`config.mk`:
```
export PLATFORM = sky130hd
export DESIGN_NAME = if_stage_unit
export DESIGN_NICKNAME = d
export VERILOG_FILES = /design/src/rtl/if_stage_unit.sv
export SDC_FILE = /design/constraint.sdc
export NUM_CORES = 1
export LEC_CHECK = 0
export ABC_AREA = 1
export CORE_MARGIN = 2
export CORE_UTILIZATION = 40
export CTS_BUF_LIST = sky130_fd_sc_hd__clkbuf_16
export DETAILED_ROUTE_END_ITERATION = 6
export PLACE_DENSITY = 0.93
export SYNTH_ARGS = -nofsm -noshare
export SYNTH_HDL_FRONTEND = slang
export SYNTH_SLANG_ARGS = --single-unit
```
`constraint.sdc`:
```
create_clock -name clk -period 1.6 [get_ports clk]
set_input_delay 0.32 -clock clk [delete_from_list [all_inputs] [get_ports clk]]
set_output_delay 0.32 -clock clk [all_outputs]
set_load 0.01 [all_outputs]
```
`src/rtl/if_stage_unit.sv`:
```
// Program counter, next-PC select and IF/ID pipeline register.
// Latency: one clock from stall/flush/branch/fetch data to the registered outputs.
// Backpressure: stall holds all state; it overrides flush, which overrides branch.
module if_stage_pc_reg #(
    parameter logic [31:0] RESET_VECTOR = 32'h0000_0000,
    parameter logic [31:0] NOP_INSN     = 32'h0000_0013
) (
    input  logic        clk,
    input  logic        reset,
    input  logic        stall,
    input  logic        flush,
    input  logic        br_taken,
    input  logic [31:0] new_pc,
    input  logic [31:0] br_addr,
    input  logic [31:0] fetch_dat,
    output logic [31:0] if_pc,
    output logic [31:0] if_insn,
    output logic        if_en
);

    logic [31:0] pc_nxt;
    logic [31:0] insn_nxt;
    logic        en_nxt;

    // Next IF/ID contents; priority stall > flush > branch > sequential.
    // Redirect targets are taken verbatim, low bits included.
    always_comb begin
        pc_nxt   = if_pc + 32'd4;
        insn_nxt = fetch_dat;
        en_nxt   = 1'b1;
        if (stall) begin
            pc_nxt   = if_pc;
            insn_nxt = if_insn;
            en_nxt   = if_en;
        end else if (flush) begin
            pc_nxt   = new_pc;
            insn_nxt = NOP_INSN;
            en_nxt   = 1'b0;
        end else if (br_taken) begin
            pc_nxt   = br_addr;
        end
    end

    // IF/ID register; asynchronous reset loads the reset vector and a bubble.
    always_ff @(posedge clk or negedge reset) begin
        if (!reset) begin
            if_pc   <= RESET_VECTOR;
            if_insn <= NOP_INSN;
            if_en   <= 1'b0;
        end else begin
            if_pc   <= pc_nxt;
            if_insn <= insn_nxt;
            if_en   <= en_nxt;
        end
    end

endmodule

// Read-only fetch port into the scratch-pad memory.
// Latency: purely combinational; the word address follows the PC register.
// Backpressure: none; the strobe is permanently asserted and never writes.
module if_stage_fetch (
    input  logic [29:0] word_addr,
    output logic [29:0] spm_addr,
    output logic        spm_as_,
    output logic        spm_rw,
    output logic [31:0] spm_wr_data
);

    localparam logic SPM_READ = 1'b1;

    assign spm_addr    = word_addr;
    assign spm_as_     = 1'b0;
    assign spm_rw      = SPM_READ;
    assign spm_wr_data = 32'h0000_0000;

endmodule

// Instruction-fetch stage: PC, SPM fetch port and IF/ID register.
// Latency: one clock from controls/fetch data to if_pc/if_insn/if_en.
// Backpressure: stall freezes the stage; flush inserts a single bubble.
module if_stage_unit #(
    parameter logic [31:0] RESET_VECTOR = 32'h0000_0000,
    parameter logic [31:0] NOP_INSN     = 32'h0000_0013
) (
    input  logic        clk,
    input  logic        reset,
    input  logic        stall,
    input  logic        flush,
    input  logic        br_taken,
    input  logic [31:0] new_pc,
    input  logic [31:0] br_addr,
    output logic [31:0] if_pc,
    output logic [31:0] if_insn,
    output logic        if_en,
    input  logic [31:0] spm_rd_data,
    output logic [29:0] spm_addr,
    output logic        spm_as_,
    output logic        spm_rw,
    output logic [31:0] spm_wr_data
);

    if_stage_pc_reg #(
        .RESET_VECTOR (RESET_VECTOR),
        .NOP_INSN     (NOP_INSN)
    ) u_pc_reg (
        .clk       (clk),
        .reset     (reset),
        .stall     (stall),
        .flush     (flush),
        .br_taken  (br_taken),
        .new_pc    (new_pc),
        .br_addr   (br_addr),
        .fetch_dat (spm_rd_data),
        .if_pc     (if_pc),
        .if_insn   (if_insn),
        .if_en     (if_en)
    );

    // The PC is the fetch address; only its word bits reach the SPM.
    if_stage_fetch u_fetch (
        .word_addr   (if_pc[31:2]),
        .spm_addr    (spm_addr),
        .spm_as_     (spm_as_),
        .spm_rw      (spm_rw),
        .spm_wr_data (spm_wr_data)
    );

endmodule

```
==> qor.yml <==
fin_total_pwr_mw: 5.63
firstDrtPassIters: 5
whs_ns: 0.0180
rsz0062_at_grt: "true"
cts.sinks: 65
ir_drop_mv: 0.521
crit_chain: "buf_4, nand2_2, nor2_2, nand2_2, nor2_4, buf_4, nand2_1, nand3_1, o21ai_0"
finalSetupTns_ns: 0
cts_inserted_buffers: 9
critPathSlowestCell: "dfrtp_2"
synth_cell_types: 38
finalSetupViolations: 0
syn_area_um2: 4200
postLayoutCoreUtil_pct: 63.6
grt_overflow_total: 0
antennaDiodeCount: 0
cap_violations: 0
drive_above_1_share_pct: 18.9
cts_tree: "yes"
synthCells: 517
chipWidth_um: 107
slew_viol_final: 0
ios: 230
first_global_vias: 4426
cp.required_ns: 1.80
fmax_mhz: 631
ys_warn_count: 0
skew_ns: 0.00429
p_per_area_nw_per_um2: 861
grt_pass1_wl_um: 22400
dpl.hpwl_um: 10500
min_period_ns: 1.59
path_buf_inv: 2
synth-edff-count: 0
dieArea_um2: 11300
synth_common_cells: "nand2_1 (99), buf_4 (64), dfrtp_1 (62)"
yosysTopAreaCell: "dfrtp_1"
antenna_found_initial: 0
critPathCaptureType: "flip-flop"
leakagePower_nw: 2.97
slowest_delay_ns: 0.39
core_area_um2: 10300
drtIter0Drc: 244
ant_nets: 0
initial_core_util_pct: 40.9
wirelength_um: 14400
hold_viol_final: 0
ys.flop_type: "dfrtp_1"
worstPathMaxFanout: 6
clk_latency_ns: 0.32
ys_ff_latch: 65
async_flop_share_pct: 100
synth_top_cells_by_area: "dfrtp_1 (37%), buf_4 (11%), nand2_1 (8.8%)"
syn2layout_area_growth_pct: 55.4
synth_top_area_share_pct: 36.9
status: "finished, final reports clean"
synth_seq_area_share_pct: 38.8
cts_htree_levels: 3
grt_max_degree: 66
via_count: 4412
stdcell_count: 851
drc: 0
port_buffers: 195
finalCritPeriodShare_pct: 99.1
cts.clk_slew.worst_paths_ns: 0.05
grt_usage_pct: 25.2
path_class: "reg2reg"
avgSynthCellArea_um2: 8.13
die_y_um: 107
cp-start-kind: "flip-flop"
place_inst: 817
fin_nets: 813
hold_path_class: "in2async"
path_delay_family: "simple AND/OR/NAND/NOR gates"
routedWlPerCell_um: 16.9
cts_buffer_depth: 2
vias_per_cell: 5.18
cts_root_buf: "clkbuf_16"
fp-row-count: 37
cp.arrival_ns: 1.78
hold_buffers: 0
globalplace.congestion: 0.921
synth.most_common_cell: "nand2_1"
## registers in the layout, indices dropped and copies added, names as in the netlist
name,flops
u_pc_reg.if_en,1
u_pc_reg.if_pc,32
u_pc_reg.if_insn,32
## what timing repair did
item | in CTS | in global routing
endpoints found under the hold margin | 0 | 0
pin swaps | 0 | 18
setup buffers | 13 | 6
gates resized for setup | 71 | 34
setup endpoints to repair | 63 | 23
## layout by cell type (no fill, tap or decap), types with 2 or more instances in the layout
cell type        synthesis  final
a31oi_1                  4      4
nor2_4                   7     10
o21ai_0                 12     12
clkbuf_16                0      9
dfstp_2                  3      3
clkinv_1                 0      2
dfrtp_1                 62     38
o22a_1                   3      3
o211ai_1                 3      3
nand2_4                  3      4
buf_2                    7      2
nand2_2                  5      9
inv_1                   34     35
a22o_1                  35     35
a21oi_1                 20     16
nor2_2                   4     12
clkinv_2                 0      2
nand2_1                 99     94
a22oi_1                  4      4
a221oi_1                13     13
conb_1                   2     34
nand3_2                  2      4
buf_4                   64     38
dlygate4sd2_1            0     47
dfrtp_2                  0     24
nor2_1                  59     48
dlymetal6s2s_1           1      7
clkdlybuf4s50_1          0    139
a21oi_2                  4      8
nand3_1                 40     38
a41oi_1                  3      3
buf_12                   0      4
## worst paths after layout
path                                   start             endpoint  slack, ns  cells past startpoint
max                        u_pc_reg.if_pc[8]   u_pc_reg.if_pc[15]       0.01                      9
min                                    reset  u_pc_reg.if_insn[7]       0.02                      2
max reg2reg                u_pc_reg.if_pc[8]   u_pc_reg.if_pc[15]       0.01                      9
min reg2reg                u_pc_reg.if_pc[0]    u_pc_reg.if_pc[0]       0.50                      2
max in group asynchronous              reset  u_pc_reg.if_insn[4]       1.27                      2
min in group clk                       stall    u_pc_reg.if_pc[3]       0.47                      5
## metrics by stage
stage | setup WS (ns) | instance area [µm²]
floorplan | 0.128 | 4320
global placement | -0.143 | 6040
detailed placement | -0.175 | 6040
CTS | 0.00307 | 6380
global route | -0.0512 | 6530
finish | 0.0147 | 6530
## power breakdown
group / switching (mW) / internal (mW) / leakage [nW]
logic: 0.843 / 0.895 / 2.06
clock network: 0.705 / 1.17 / 0.141
registers: 0.176 / 1.83 / 0.773
## cell families after synthesis
family          Yosys count  synth area share [%]
simple gates            224                  24.5
buf+inv                 122                  18.2
compound gates          102                  17.9
flops                    65                  38.8
other cells               2                 0.179
xor+xnor                  1                 0.208
fa+ha+maj                 1                 0.298
## final cells by class
type,instances,area [µm²]
flip-flops and latches,65,1660
repair buffers,238,2280
clock inverters,6,51.3
clock buffers,9,225
multi-input cells,362,2020
fillers,843,3740
inverters,35,131
well taps,136,170
## per-layer routing
layer	track usage, %	routed length, µm	vias up
li1	-	-	2031
met1	29.3	5430	2086
met2	42.9	7060	256
met3	8.52	1510	39
met4	9.74	408	0
met5	0	0	-
(Power assumes the default switching activity.)
